--- src/rtl/pmd85_pkg.sv ---
// Shared types and constants for the PMD 85 ROM-pack loader.
// Holds the loader state encoding and the default erased-EPROM pad byte.
package pmd85_pkg;

    typedef enum logic [1:0] {
        S_IDLE = 2'd0,
        S_LOAD = 2'd1,
        S_FILL = 2'd2,
        S_DONE = 2'd3
    } rompack_state_t;

    localparam logic [7:0] ROM_FILL = 8'hFF;

endpackage

--- src/rtl/rompack_loader_if.sv ---
// ioctl download bus plus ROM-pack memory write bus seen by the loader.
// Ports: ioctl_download/wr/addr/dout/index/wait (HPS side),
//        mem_we/slot/addr/data/wait (memory side).
// Modport slave is the loader; modport master is the HPS plus memory.
interface rompack_loader_if #(
    parameter int unsigned SLOT_W = 1,
    parameter int unsigned ADDR_W = 14
);
    logic              ioctl_download;
    logic              ioctl_wr;
    logic [24:0]       ioctl_addr;
    logic [7:0]        ioctl_dout;
    logic [7:0]        ioctl_index;
    logic              ioctl_wait;

    logic              mem_we;
    logic [SLOT_W-1:0] mem_slot;
    logic [ADDR_W-1:0] mem_addr;
    logic [7:0]        mem_data;
    logic              mem_wait;

    modport slave (
        input  ioctl_download,
        input  ioctl_wr,
        input  ioctl_addr,
        input  ioctl_dout,
        input  ioctl_index,
        output ioctl_wait,
        output mem_we,
        output mem_slot,
        output mem_addr,
        output mem_data,
        input  mem_wait
    );

    modport master (
        output ioctl_download,
        output ioctl_wr,
        output ioctl_addr,
        output ioctl_dout,
        output ioctl_index,
        input  ioctl_wait,
        input  mem_we,
        input  mem_slot,
        input  mem_addr,
        input  mem_data,
        output mem_wait
    );

endinterface

--- src/rtl/rompack_loader.sv ---
// Multi-slot ROM-pack loader: ioctl bytes into slots, pads tails with FILL.
// Ports: clk_sys, reset (async high), bus (rompack_loader_if.slave),
//        busy, slot_valid, overflow, last_len.
module rompack_loader
    import pmd85_pkg::*;
#(
    parameter int unsigned SLOTS      = 2,
    parameter int unsigned ADDR_W     = 14,
    parameter int unsigned BASE_INDEX = 1,
    parameter logic [7:0]  FILL       = ROM_FILL
) (
    input  logic              clk_sys,
    input  logic              reset,
    rompack_loader_if.slave   bus,
    output logic              busy,
    output logic [SLOTS-1:0]  slot_valid,
    output logic              overflow,
    output logic [ADDR_W:0]   last_len
);

    localparam int unsigned SLOT_W = (SLOTS > 1) ? $clog2(SLOTS) : 1;
    localparam logic [ADDR_W:0] SIZE = {1'b1, {ADDR_W{1'b0}}};
    localparam logic [ADDR_W:0] ONE  = {{ADDR_W{1'b0}}, 1'b1};

    rompack_state_t    state_q, state_d;
    logic [SLOT_W-1:0] slot_q, slot_d;
    logic [ADDR_W:0]   hw_q, hw_d;
    logic [ADDR_W-1:0] fill_q, fill_d;
    logic              ovf_q, ovf_d;
    logic [ADDR_W:0]   len_q, len_d;
    logic [SLOTS-1:0]  valid_q, valid_d;
    logic              dl_q;

    logic              we_q, we_d;
    logic [SLOT_W-1:0] wslot_q, wslot_d;
    logic [ADDR_W-1:0] waddr_q, waddr_d;
    logic [7:0]        wdata_q, wdata_d;

    logic              room;
    logic              dl_rise;
    logic              addr_fits;
    logic [ADDR_W:0]   addr_next;
    logic [8:0]        idx_off;
    logic              idx_hit;
    logic [SLOT_W-1:0] idx_slot;

    // The output register can take a new write when it is empty or
    // its current write is retiring in this same cycle.
    assign room      = ~we_q | ~bus.mem_wait;
    assign dl_rise   = bus.ioctl_download & ~dl_q;
    assign addr_fits = (bus.ioctl_addr[24:ADDR_W] == '0);
    assign addr_next = {1'b0, bus.ioctl_addr[ADDR_W-1:0]} + ONE;
    assign idx_off   = {1'b0, bus.ioctl_index} - 9'(BASE_INDEX);
    assign idx_hit   = ({1'b0, bus.ioctl_index} >= 9'(BASE_INDEX))
                     && (idx_off < 9'(SLOTS));
    assign idx_slot  = idx_off[SLOT_W-1:0];

    always_comb begin
        state_d = state_q;
        slot_d  = slot_q;
        hw_d    = hw_q;
        fill_d  = fill_q;
        ovf_d   = ovf_q;
        len_d   = len_q;
        valid_d = valid_q;
        we_d    = we_q & bus.mem_wait;
        wslot_d = wslot_q;
        waddr_d = waddr_q;
        wdata_d = wdata_q;

        unique case (state_q)
            S_IDLE: begin
                if (dl_rise && idx_hit) begin
                    state_d           = S_LOAD;
                    slot_d            = idx_slot;
                    valid_d[idx_slot] = 1'b0;
                    ovf_d             = 1'b0;
                    hw_d              = '0;
                end
            end
            S_LOAD: begin
                if (bus.ioctl_wr) begin
                    if (!addr_fits || !room) begin
                        ovf_d = 1'b1;
                    end else begin
                        we_d    = 1'b1;
                        wslot_d = slot_q;
                        waddr_d = bus.ioctl_addr[ADDR_W-1:0];
                        wdata_d = bus.ioctl_dout;
                        if (addr_next > hw_q) begin
                            hw_d = addr_next;
                        end
                    end
                end else if (!bus.ioctl_download && room) begin
                    // A byte strobed with the falling download keeps us
                    // here one more cycle, so it lands before the pad.
                    if (hw_q == SIZE) begin
                        state_d = S_DONE;
                    end else begin
                        state_d = S_FILL;
                        fill_d  = hw_q[ADDR_W-1:0];
                    end
                end
            end
            S_FILL: begin
                if (room) begin
                    we_d    = 1'b1;
                    wslot_d = slot_q;
                    waddr_d = fill_q;
                    wdata_d = FILL;
                    fill_d  = fill_q + ADDR_W'(1);
                    if (fill_q == '1) begin
                        state_d = S_DONE;
                    end
                end
            end
            S_DONE: begin
                len_d           = hw_q;
                valid_d[slot_q] = (hw_q != '0);
                state_d         = S_IDLE;
            end
        endcase
    end

    // dl_q resets high so a download already running at reset release
    // never looks like a fresh rising edge.
    always_ff @(posedge clk_sys or posedge reset) begin
        if (reset) begin
            state_q <= S_IDLE;
            slot_q  <= '0;
            hw_q    <= '0;
            fill_q  <= '0;
            ovf_q   <= 1'b0;
            len_q   <= '0;
            valid_q <= '0;
            dl_q    <= 1'b1;
            we_q    <= 1'b0;
            wslot_q <= '0;
            waddr_q <= '0;
            wdata_q <= '0;
        end else begin
            state_q <= state_d;
            slot_q  <= slot_d;
            hw_q    <= hw_d;
            fill_q  <= fill_d;
            ovf_q   <= ovf_d;
            len_q   <= len_d;
            valid_q <= valid_d;
            dl_q    <= bus.ioctl_download;
            we_q    <= we_d;
            wslot_q <= wslot_d;
            waddr_q <= waddr_d;
            wdata_q <= wdata_d;
        end
    end

    assign bus.mem_we     = we_q;
    assign bus.mem_slot   = wslot_q;
    assign bus.mem_addr   = waddr_q;
    assign bus.mem_data   = wdata_q;
    assign bus.ioctl_wait = we_q & bus.mem_wait;

    assign busy       = (state_q != S_IDLE);
    assign slot_valid = valid_q;
    assign overflow   = ovf_q;
    assign last_len   = len_q;

endmodule

--- src/flat_wrapper.sv ---
// flat-port wrapper written by rule: the top's interface ports become plain ports
module rompack_loader_flat import pmd85_pkg::*;
#(
    parameter int unsigned SLOTS      = 2,
    parameter int unsigned ADDR_W     = 14,
    parameter int unsigned BASE_INDEX = 1,
    parameter logic [7:0]  FILL       = ROM_FILL
)
  (clk_sys, reset, busy, slot_valid, overflow, last_len, bus_ioctl_download, bus_ioctl_wr, bus_ioctl_addr, bus_ioctl_dout, bus_ioctl_index, bus_ioctl_wait, bus_mem_we, bus_mem_slot, bus_mem_addr, bus_mem_data, bus_mem_wait);
  rompack_loader_if #(.ADDR_W(ADDR_W)) bus_i ();
  input  logic clk_sys;
  input  logic reset;
  output logic busy;
  output logic [SLOTS-1:0] slot_valid;
  output logic overflow;
  output logic [ADDR_W:0] last_len;
  input wire logic [$bits(bus_i.ioctl_download)-1:0] bus_ioctl_download;
  input wire logic [$bits(bus_i.ioctl_wr)-1:0] bus_ioctl_wr;
  input wire logic [$bits(bus_i.ioctl_addr)-1:0] bus_ioctl_addr;
  input wire logic [$bits(bus_i.ioctl_dout)-1:0] bus_ioctl_dout;
  input wire logic [$bits(bus_i.ioctl_index)-1:0] bus_ioctl_index;
  output wire logic [$bits(bus_i.ioctl_wait)-1:0] bus_ioctl_wait;
  output wire logic [$bits(bus_i.mem_we)-1:0] bus_mem_we;
  output wire logic [$bits(bus_i.mem_slot)-1:0] bus_mem_slot;
  output wire logic [$bits(bus_i.mem_addr)-1:0] bus_mem_addr;
  output wire logic [$bits(bus_i.mem_data)-1:0] bus_mem_data;
  input wire logic [$bits(bus_i.mem_wait)-1:0] bus_mem_wait;
  assign bus_i.ioctl_download = bus_ioctl_download;
  assign bus_i.ioctl_wr = bus_ioctl_wr;
  assign bus_i.ioctl_addr = bus_ioctl_addr;
  assign bus_i.ioctl_dout = bus_ioctl_dout;
  assign bus_i.ioctl_index = bus_ioctl_index;
  assign bus_ioctl_wait = bus_i.ioctl_wait;
  assign bus_mem_we = bus_i.mem_we;
  assign bus_mem_slot = bus_i.mem_slot;
  assign bus_mem_addr = bus_i.mem_addr;
  assign bus_mem_data = bus_i.mem_data;
  assign bus_i.mem_wait = bus_mem_wait;
  rompack_loader #(.SLOTS(SLOTS), .ADDR_W(ADDR_W), .BASE_INDEX(BASE_INDEX), .FILL(FILL)) u_core (.clk_sys(clk_sys), .reset(reset), .bus(bus_i), .busy(busy), .slot_valid(slot_valid), .overflow(overflow), .last_len(last_len));
endmodule
--- config.mk ---
export PLATFORM = sky130hd
export DESIGN_NAME = rompack_loader_flat
export DESIGN_NICKNAME = d
export VERILOG_FILES = /design/src/rtl/pmd85_pkg.sv /design/src/rtl/rompack_loader_if.sv /design/src/rtl/rompack_loader.sv /design/src/flat_wrapper.sv
export SDC_FILE = /design/constraint.sdc
export NUM_CORES = 1
export LEC_CHECK = 0
export CAP_MARGIN = 20
export CORE_MARGIN = 2
export CORE_UTILIZATION = 39
export DETAILED_ROUTE_END_ITERATION = 10
export GPL_ROUTABILITY_DRIVEN = 0
export PLACE_DENSITY_LB_ADDON = 0.08
export SLEW_MARGIN = 20
export SYNTH_ARGS = -nofsm -noshare
export SYNTH_HDL_FRONTEND = slang
export SYNTH_SLANG_ARGS = --single-unit
export TNS_END_PERCENT = 50
--- constraint.sdc ---
create_clock -name clk_sys -period 2.5 [get_ports clk_sys]
set_input_delay 0.75 -clock clk_sys [delete_from_list [all_inputs] [get_ports clk_sys]]
set_output_delay 0.75 -clock clk_sys [all_outputs]
set_load 0.005 [all_outputs]
==> metrics.md, run 1 <==
| Metric | Value |
|---|---|
| DRC | 0 |
| Sw Pwr | ~2200 µW |
| CP max-delay cell | nor4_4 |
| Number of global-route vias before repair | approximately 3800 |
| Crit path max fanout | 7 |
| Hold Fails Final Rpt | 0 |
| RSZ-0062 raised after global routing | yes |
| Num rows | 37 |
| DR vias | 3838 |
| Fin crit share | 1.144 |
| Die H | 107.8 µm |
| Setup-failing EPs final | 15 |
| Most common cell after layout, fill and taps aside | dfrtp_1 |
| Register area | 0.001878 mm² |
| Global-route wire length before repair | between 15000 and 20000 µm |
| Area delta synth->final | 50.83% |
| Maximum vdd drop | ~0.55 mV |
| Die Area | 0.01161 mm² |
| P_leak | 0.002856 µW |
| Internal cell power | 3726 µW |
| Synth cell types | 42 |
| Worst-Margin Slew | 0.6078 ns |
| Minimum clock period | 2.859 ns |
| CTS tree | built |
| Multi-input logic area | 0.002397 mm² |
| Failing checks | setup timing |
| Critical Path RT | 2.77 ns |
| Reg-to-reg startpoint | u_core.hw_q[2] |
| Fill cells | around 900 |
| Fin area | 0.006334 mm² |
| Class of the worst hold path | register to register |
| Clock network power share | 0.164 |
| CTS clock-pin slew for the worst setup and hold paths | 0.07 ns |
| Pre-antenna DRT Iters | 4 |
| Initial antenna violation count | 0 |
| Mapped cell area | 0.004199 mm² |
| Final worst slack | -0.3593 ns |
| Worst Setup End Kind | register |
| Fin. max-slew vios | 0 |
| Crit Path Category | input pin to register |
| CP Launch Point | bus_ioctl_addr[10] |
| Starting Density | 0.4049 |
| I/O Buffers | between 80 and 90 |
| Post-place instance area | 0.005774 mm² |
| Drt wl/cell | around 16 µm |
| Pin count of the biggest net entering global routing | 45 |
| WHS | 0.4753 ns |
| Root buf cell | clkbuf_8 |
| Mean post-synth cell area | 9.415 µm² |
| Overflow after GRT | 0 |
| PD cells | 935.6 mW/mm² |
| Clock Path Buffers | 2 |
| Dpl hpwl | 8778 µm |
| Synth Instances | roughly 450 |
| YS warnings | 0 |
| ANT cells | 0 |
| Share of post-route cells with drive strength above 1 | 0.2656 |
| Most frequent cells in the layout | dfrtp_1, clkdlybuf4s50_1, buf_4 |
| Crit-path cells | dlygate4sd2_1 -> nand2_2 -> nor4_4 -> xor2_2 -> ha_1 -> nand3_1 -> nand2_1 -> a21o_1 -> o311ai_4 -> nor2b_4 -> buf_12 -> mux2i_1 |
| Fmax | 0.3497 GHz |
| Inst Count DP | 709 |
| Slew margin rel. | 0.5939 |
| Number of nets with antenna violations after routing | 0 |
| Sequential share of power | 0.303 |
| Die outline width | 107.8 µm |
| Final std cells w/o fill | between 700 and 800 |
| CP Data Arrival Time | 3.13 ns |
| Mapped Nets | approximately 510 |
| Logic pwr share | 0.532 |
| Worst path max stage delay | ~0.36 ns |
| Clock Skew | 0.008667 ns |
| Io pins | 90 |
| Iter 0 DRT Violations | 158 |
| Min-delay src | u_core.bus.mem_addr[8] |
| Core ar. | just over 0.01 mm² |
| Seq cells post-synth | 75 |
| GRT Overall Usage | 0.2119 |
| Status | complete, but fails checks |
| Net count reported at finish | 673 |
| CP Launch Type | input pin |
| Via-to-Cell Ratio | approximately 5.1 |
| Htree depth | 3 |
| Worst-skew pair later-pin latency | between 0.3 and 0.4 ns |
| Final WL | 12150 µm |
| Switching part of the total | 0.3712 |
| CTS Buf Count | 9 |
| Sequential fraction of the synthesis area | 0.4473 |
| Max_cap viols | 0 |
| CTS Sinks | 75 |
## cell type report
cell class,instances,area share
flip-flops and latches,75,0.2965
well taps,136,0.02687
multi-input cells,325,0.3785
inverters,28,0.01719
repair buffers,166,0.2483
clock inverters,1,0.004741
clock buffers,15,0.02785
## per-stage QoR
stage                       util  setup slack (ns)  TNS, ns  power, µW
after floorplan                -           -0.4385   -5.204       3385
after global placement    0.5568            -1.150   -26.75       4559
after detailed placement  0.5568            -1.217   -27.73       4624
after CTS                 0.5930           -0.3638   -4.480       5644
after global routing      0.6108           -0.4756   -8.194       6396
final                     0.6108           -0.3593   -4.932       5926
## worst paths after layout
kind | slack [ns] | depth (start not counted) | to
worst min register to register | 0.48 | 2 | u_core.bus.mem_addr[8]
min in group asynchronous | 0.83 | 2 | u_core.fill_q[3]
worst max register to register | 0.15 | 9 | u_core.hw_q[7]
worst max-delay path | -0.36 | 12 | u_core.hw_q[7]
max in group asynchronous | 1.17 | 3 | u_core.last_len[2]
worst min-delay path | 0.48 | 2 | u_core.bus.mem_addr[8]
## worst max-delay path: cells and delay by family
kind                     cells  cell delay [ns]
adder cells (fa/ha/maj)      1             0.26
AND/OR/NAND/NOR              5             0.85
AO/OA/AOI/OAI                2             0.51
buffers and inverters        2             0.37
multiplexers                 1             0.18
XOR/XNOR                     1             0.20
## kinds of logic (layout without fill, tap and decap cells)
kind of cell | Yosys count | in the layout | synth area share
adders and majority gates | 22 | 22 | 0.06555
xor gates and xnor gates | 12 | 12 | 0.02503
AOI/OAI and AO/OA | 108 | 108 | 0.1600
muxes | 40 | 40 | 0.1004
DFF | 75 | 75 | 0.4473
buffers and inverters | 46 | 210 | 0.04291
and+or+nand+nor | 143 | 143 | 0.1588
## power by group through the flow
stage	Clock (µW)	Combinational (µW)	Sequential (µW)
finish	974	3150	1800
global route	1060	3500	1840
CTS	992	2850	1800
detailed placement	0	2800	1830
global placement	0	2750	1810
floorplan	0	1580	1800
## cell usage after synthesis
cell type | number | share of area
a22o_1 | 10 | 0.021
a21oi_1 | 29 | 0.035
a31oi_1 | 2 | 0.0030
nor2_1 | 28 | 0.025
and4_1 | 2 | 0.0042
o22a_1 | 3 | 0.0063
nand3_1 | 17 | 0.020
a2bb2oi_1 | 4 | 0.0083
o31ai_1 | 2 | 0.0036
a211oi_2 | 1 | 0.0030
ha_1 | 22 | 0.066
and3_1 | 5 | 0.0074
nor4_1 | 8 | 0.012
o2bb2ai_1 | 1 | 0.0021
xnor2_1 | 6 | 0.013
nand4_1 | 8 | 0.012
xor2_1 | 6 | 0.013
o311ai_2 | 1 | 0.0039
nand2_1 | 61 | 0.055
buf_6 | 1 | 0.0027
nor3_1 | 4 | 0.0048
o21ai_1 | 1 | 0.0012
o21a_1 | 3 | 0.0054
nor2b_1 | 1 | 0.0015
and3b_1 | 1 | 0.0021
mux2i_1 | 23 | 0.055
a21o_1 | 1 | 0.0018
dfrtp_1 | 74 | 0.44
o22ai_1 | 7 | 0.010
and2_1 | 3 | 0.0045
a41oi_1 | 3 | 0.0063
o21ai_0 | 37 | 0.044
o211ai_1 | 3 | 0.0054
mux2_2 | 17 | 0.046
clkbuf_1 | 17 | 0.015
or3_1 | 1 | 0.0015
nand2b_1 | 1 | 0.0015
inv_1 | 28 | 0.025
nor2b_4 | 1 | 0.0033
dfstp_2 | 1 | 0.0063
nand3b_1 | 1 | 0.0018
or4_4 | 1 | 0.0027
## layer usage
metal | vias to the layer above | share of wire | global-route usage
li1 | 1910 | - | -
met5 | - | 0 | 0
met4 | 0 | 0.014 | 0.06960
met3 | 10 | 0.044 | 0.02482
met1 | 1830 | 0.47 | 0.3038
met2 | 88 | 0.47 | 0.3329
## repair_timing
action	CTS	global route
hold endpoints to repair	0	0
endpoints found under the setup margin	39	42
pin swaps	22	22
buffers inserted	12	6
gates resized for setup	59	33
gates cloned	0	3
hold buffers	0	0
## registers in the layout, summed over array words and instances (netlist names)
name,flops
u_core.hw_q,15
u_core.last_len,15
u_core.bus.mem_addr,14
u_core.fill_q,14
u_core.bus.mem_data,8
u_core.slot_valid,2
u_core.state_q,2
u_core.bus.mem_slot,1
u_core.bus.mem_we,1
u_core.dl_q,1
u_core.overflow,1
u_core.slot_q,1
No activity file was read; power rests on OpenSTA's default activity.
==> run 2: changes to the inputs <==
==> constraint.sdc (replaced) <==
create_clock -name clk_sys -period 3.3 [get_ports clk_sys]
set_input_delay 0.99 -clock clk_sys [delete_from_list [all_inputs] [get_ports clk_sys]]
set_output_delay 0.99 -clock clk_sys [all_outputs]
set_load 0.005 [all_outputs]
==> metrics.md, run 2 (same netlist as run 1, synthesis figures left out) <==
| Metric | Value |
|---|---|
| CTS Buf Count | 9 |
| Io pins | 90 |
| Max_cap viols | 0 |
| DR vias | 3759 |
| CTS tree | built |
| Crit-path cells | clkdlybuf4s15_1 -> nand3_4 -> nor4_4 -> xor2_1 -> ha_1 -> nand4_1 -> nor3_2 -> o21a_1 -> o311ai_4 -> nor2b_4 -> buf_12 -> mux2i_4 |
| Number of global-route vias before repair | about 3800 |
| Drt wl/cell | 16.17 µm |
| Worst-Margin Slew | 0.8045 ns |
| DRC | 0 |
| Status | finished clean |
| Most common cell after layout, fill and taps aside | clkdlybuf4s50_1 |
| GRT Overall Usage | 0.2122 |
| Hold_buf cts | 0 |
| Slew margin rel. | 0.4637 |
| Starting Density | 0.4049 |
| Internal cell power | 2440 µW |
| Worst path max stage delay | roughly 0.34 ns |
| Die outline width | between 100 and 150 µm |
| Fmax | 0.3059 GHz |
| Power Total | ~4000 µW |
| Minimum clock period | 3.269 ns |
| CTS Sinks | 75 |
| CP Data Arrival Time | 3.54 ns |
| PD cells | between 600 and 700 mW/mm² |
| Pre-antenna DRT Iters | 4 |
| CP Launch Type | input pin |
| Htree depth | 3 |
| RSZ-0062 raised after global routing | yes |
| Switching part of the total | 0.3882 |
| Worst-skew pair later-pin latency | 0.34 ns |
| Fin crit share | 0.9905 |
| Die H | 107.8 µm |
| Iter 0 DRT Violations | 253 |
| Global-route wire length before repair | 19330 µm |
| Fin. max-slew vios | 0 |
| Clock Skew | 0.01337 ns |
| Hold Fails Final Rpt | 0 |
| Overflow after GRT | 0 |
| Share of post-route cells with drive strength above 1 | 0.2151 |
| Sequential share of power | 0.343 |
| Net count reported at finish | 645 |
| CTS clock-pin slew for the worst setup and hold paths | 0.08 ns |
| Clock Path Buffers | 2 |
| Core ar. | between 0.01 and 0.015 mm² |
| Number of nets with antenna violations after routing | 0 |
| Worst Setup End Kind | register |
| Final WL | 11590 µm |
| Critical Path RT | between 3 and 4 ns |
| I/O Buffers | between 80 and 90 |
| Area delta synth->final | 43.15% |
| P_leak | roughly 0.0027 µW |
| Num rows | 37 |
| Pin count of the biggest net entering global routing | 63 |
| ANT cells | 0 |
| CP max-delay cell | o311ai_4 |
| Maximum vdd drop | 0.4290 mV |
| Dpl hpwl | 8401 µm |
| Class of the worst hold path | register to register |
| Root buf cell | clkbuf_8 |
| Most frequent cells in the layout | clkdlybuf4s50_1, dfrtp_1, nand2_1 |
| Clock network power share | 0.176 |
| Initial antenna violation count | 0 |
| Via-to-Cell Ratio | 5.243 |
| Logic pwr share | 0.482 |
| Fin Setup TNS | 0 ns |
| Die Area | 0.01161 mm² |
| Final Util | 0.5796 |
| Crit Path Category | input pin to register |
| Sw Pwr | 1548 µW |
| Setup-failing EPs final | 0 |
| Crit path max fanout | 7 |
run 2: cell types whose count changed in the layout (fill, tap and decap cells not counted), moves of 3 or more:
cell / change
inv_1: +3
clkbuf_1: -3
buf_4: -21
clkdlybuf4s15_1: +3
buf_12: -4
clkdlybuf4s50_1: +3
clkinv_2: +3
run 2: per-layer routing:
| metal | wire length (µm) | global-route usage | vias up | share of wire |
|---|---|---|---|---|
| met4 | 195 | 0.06319 | 0 | 0.017 |
| li1 | - | - | 1857 | - |
| met3 | 611 | 0.03814 | 16 | 0.053 |
| met1 | 5500 | 0.2998 | 1788 | 0.47 |
| met5 | 0 | 0 | - | 0 |
| met2 | 5284 | 0.3320 | 98 | 0.46 |
run 2: worst max-delay path, delay by kind of cell:
kind | cells | cell delay [ns]
AOI/OAI and AO/OA | 2 | 0.49
xor gates and xnor gates | 1 | 0.24
muxes | 1 | 0.21
buffers and inverters | 2 | 0.40
adders and majority gates | 1 | 0.28
and+or+nand+nor | 5 | 0.92
run 2: power groups by stage:
| stage | logic [µW] | registers [µW] | clock network (µW) |
|---|---|---|---|
| 4_1_cts | 1910 | 1360 | 716 |
| 3_5_place_dp | 1880 | 1380 | 0 |
| 2_1_floorplan | 1190 | 1370 | 0 |
| 3_3_place_gp | 1850 | 1370 | 0 |
| 5_1_grt | 2180 | 1410 | 757 |
| 6_report | 1920 | 1370 | 701 |
run 2: path summary, 6_finish.rpt:
check | start | endpoint | slack (ns) | depth (start not counted)
setup reg to reg | u_core.state_q[1] | u_core.fill_q[3] | 0.73 | 7
max in group asynchronous | reset | u_core.fill_q[4] | 1.61 | 3
min in group asynchronous | reset | u_core.bus.mem_data[7] | 1.00 | 2
hold reg to reg | u_core.bus.mem_addr[7] | u_core.bus.mem_addr[7] | 0.48 | 2
setup / recovery | bus_ioctl_addr[9] | u_core.hw_q[12] | 0.03 | 12
hold / removal | u_core.bus.mem_addr[7] | u_core.bus.mem_addr[7] | 0.48 | 2
run 2: area by class of cell:
class,count,area [µm²]
fill,927,4359
sequential,75,1878
tap,136,170.2
multi-input combinational,325,2389
timing repair buffer,138,1277
inverter,28,105.1
clock inverter,5,53.80
clock buffer,10,137.6
run 2: metrics by stage:
stage | worst slack, ns | area (µm²) | cells | hold WS [ns]
after floorplan | 0.03729 | 4220 | 446 | 0.4733
after global placement | -0.6773 | 5474 | 685 | 0.4603
after detailed placement | -0.7635 | 5474 | 685 | 0.4698
after CTS | 0.01536 | 5888 | 713 | 0.4878
after global routing | -0.06524 | 6011 | 717 | 0.5007
final | 0.03130 | 6011 | 717 | 0.4790
run 2: timing repair:
| item | 4_1_cts | 5_1_grt |
|---|---|---|
| buffers inserted | 12 | 4 |
| resized for setup | 41 | 38 |
| cloned | 1 | 0 |
| endpoints found under the setup margin | 15 | 15 |
| pin swaps | 21 | 16 |
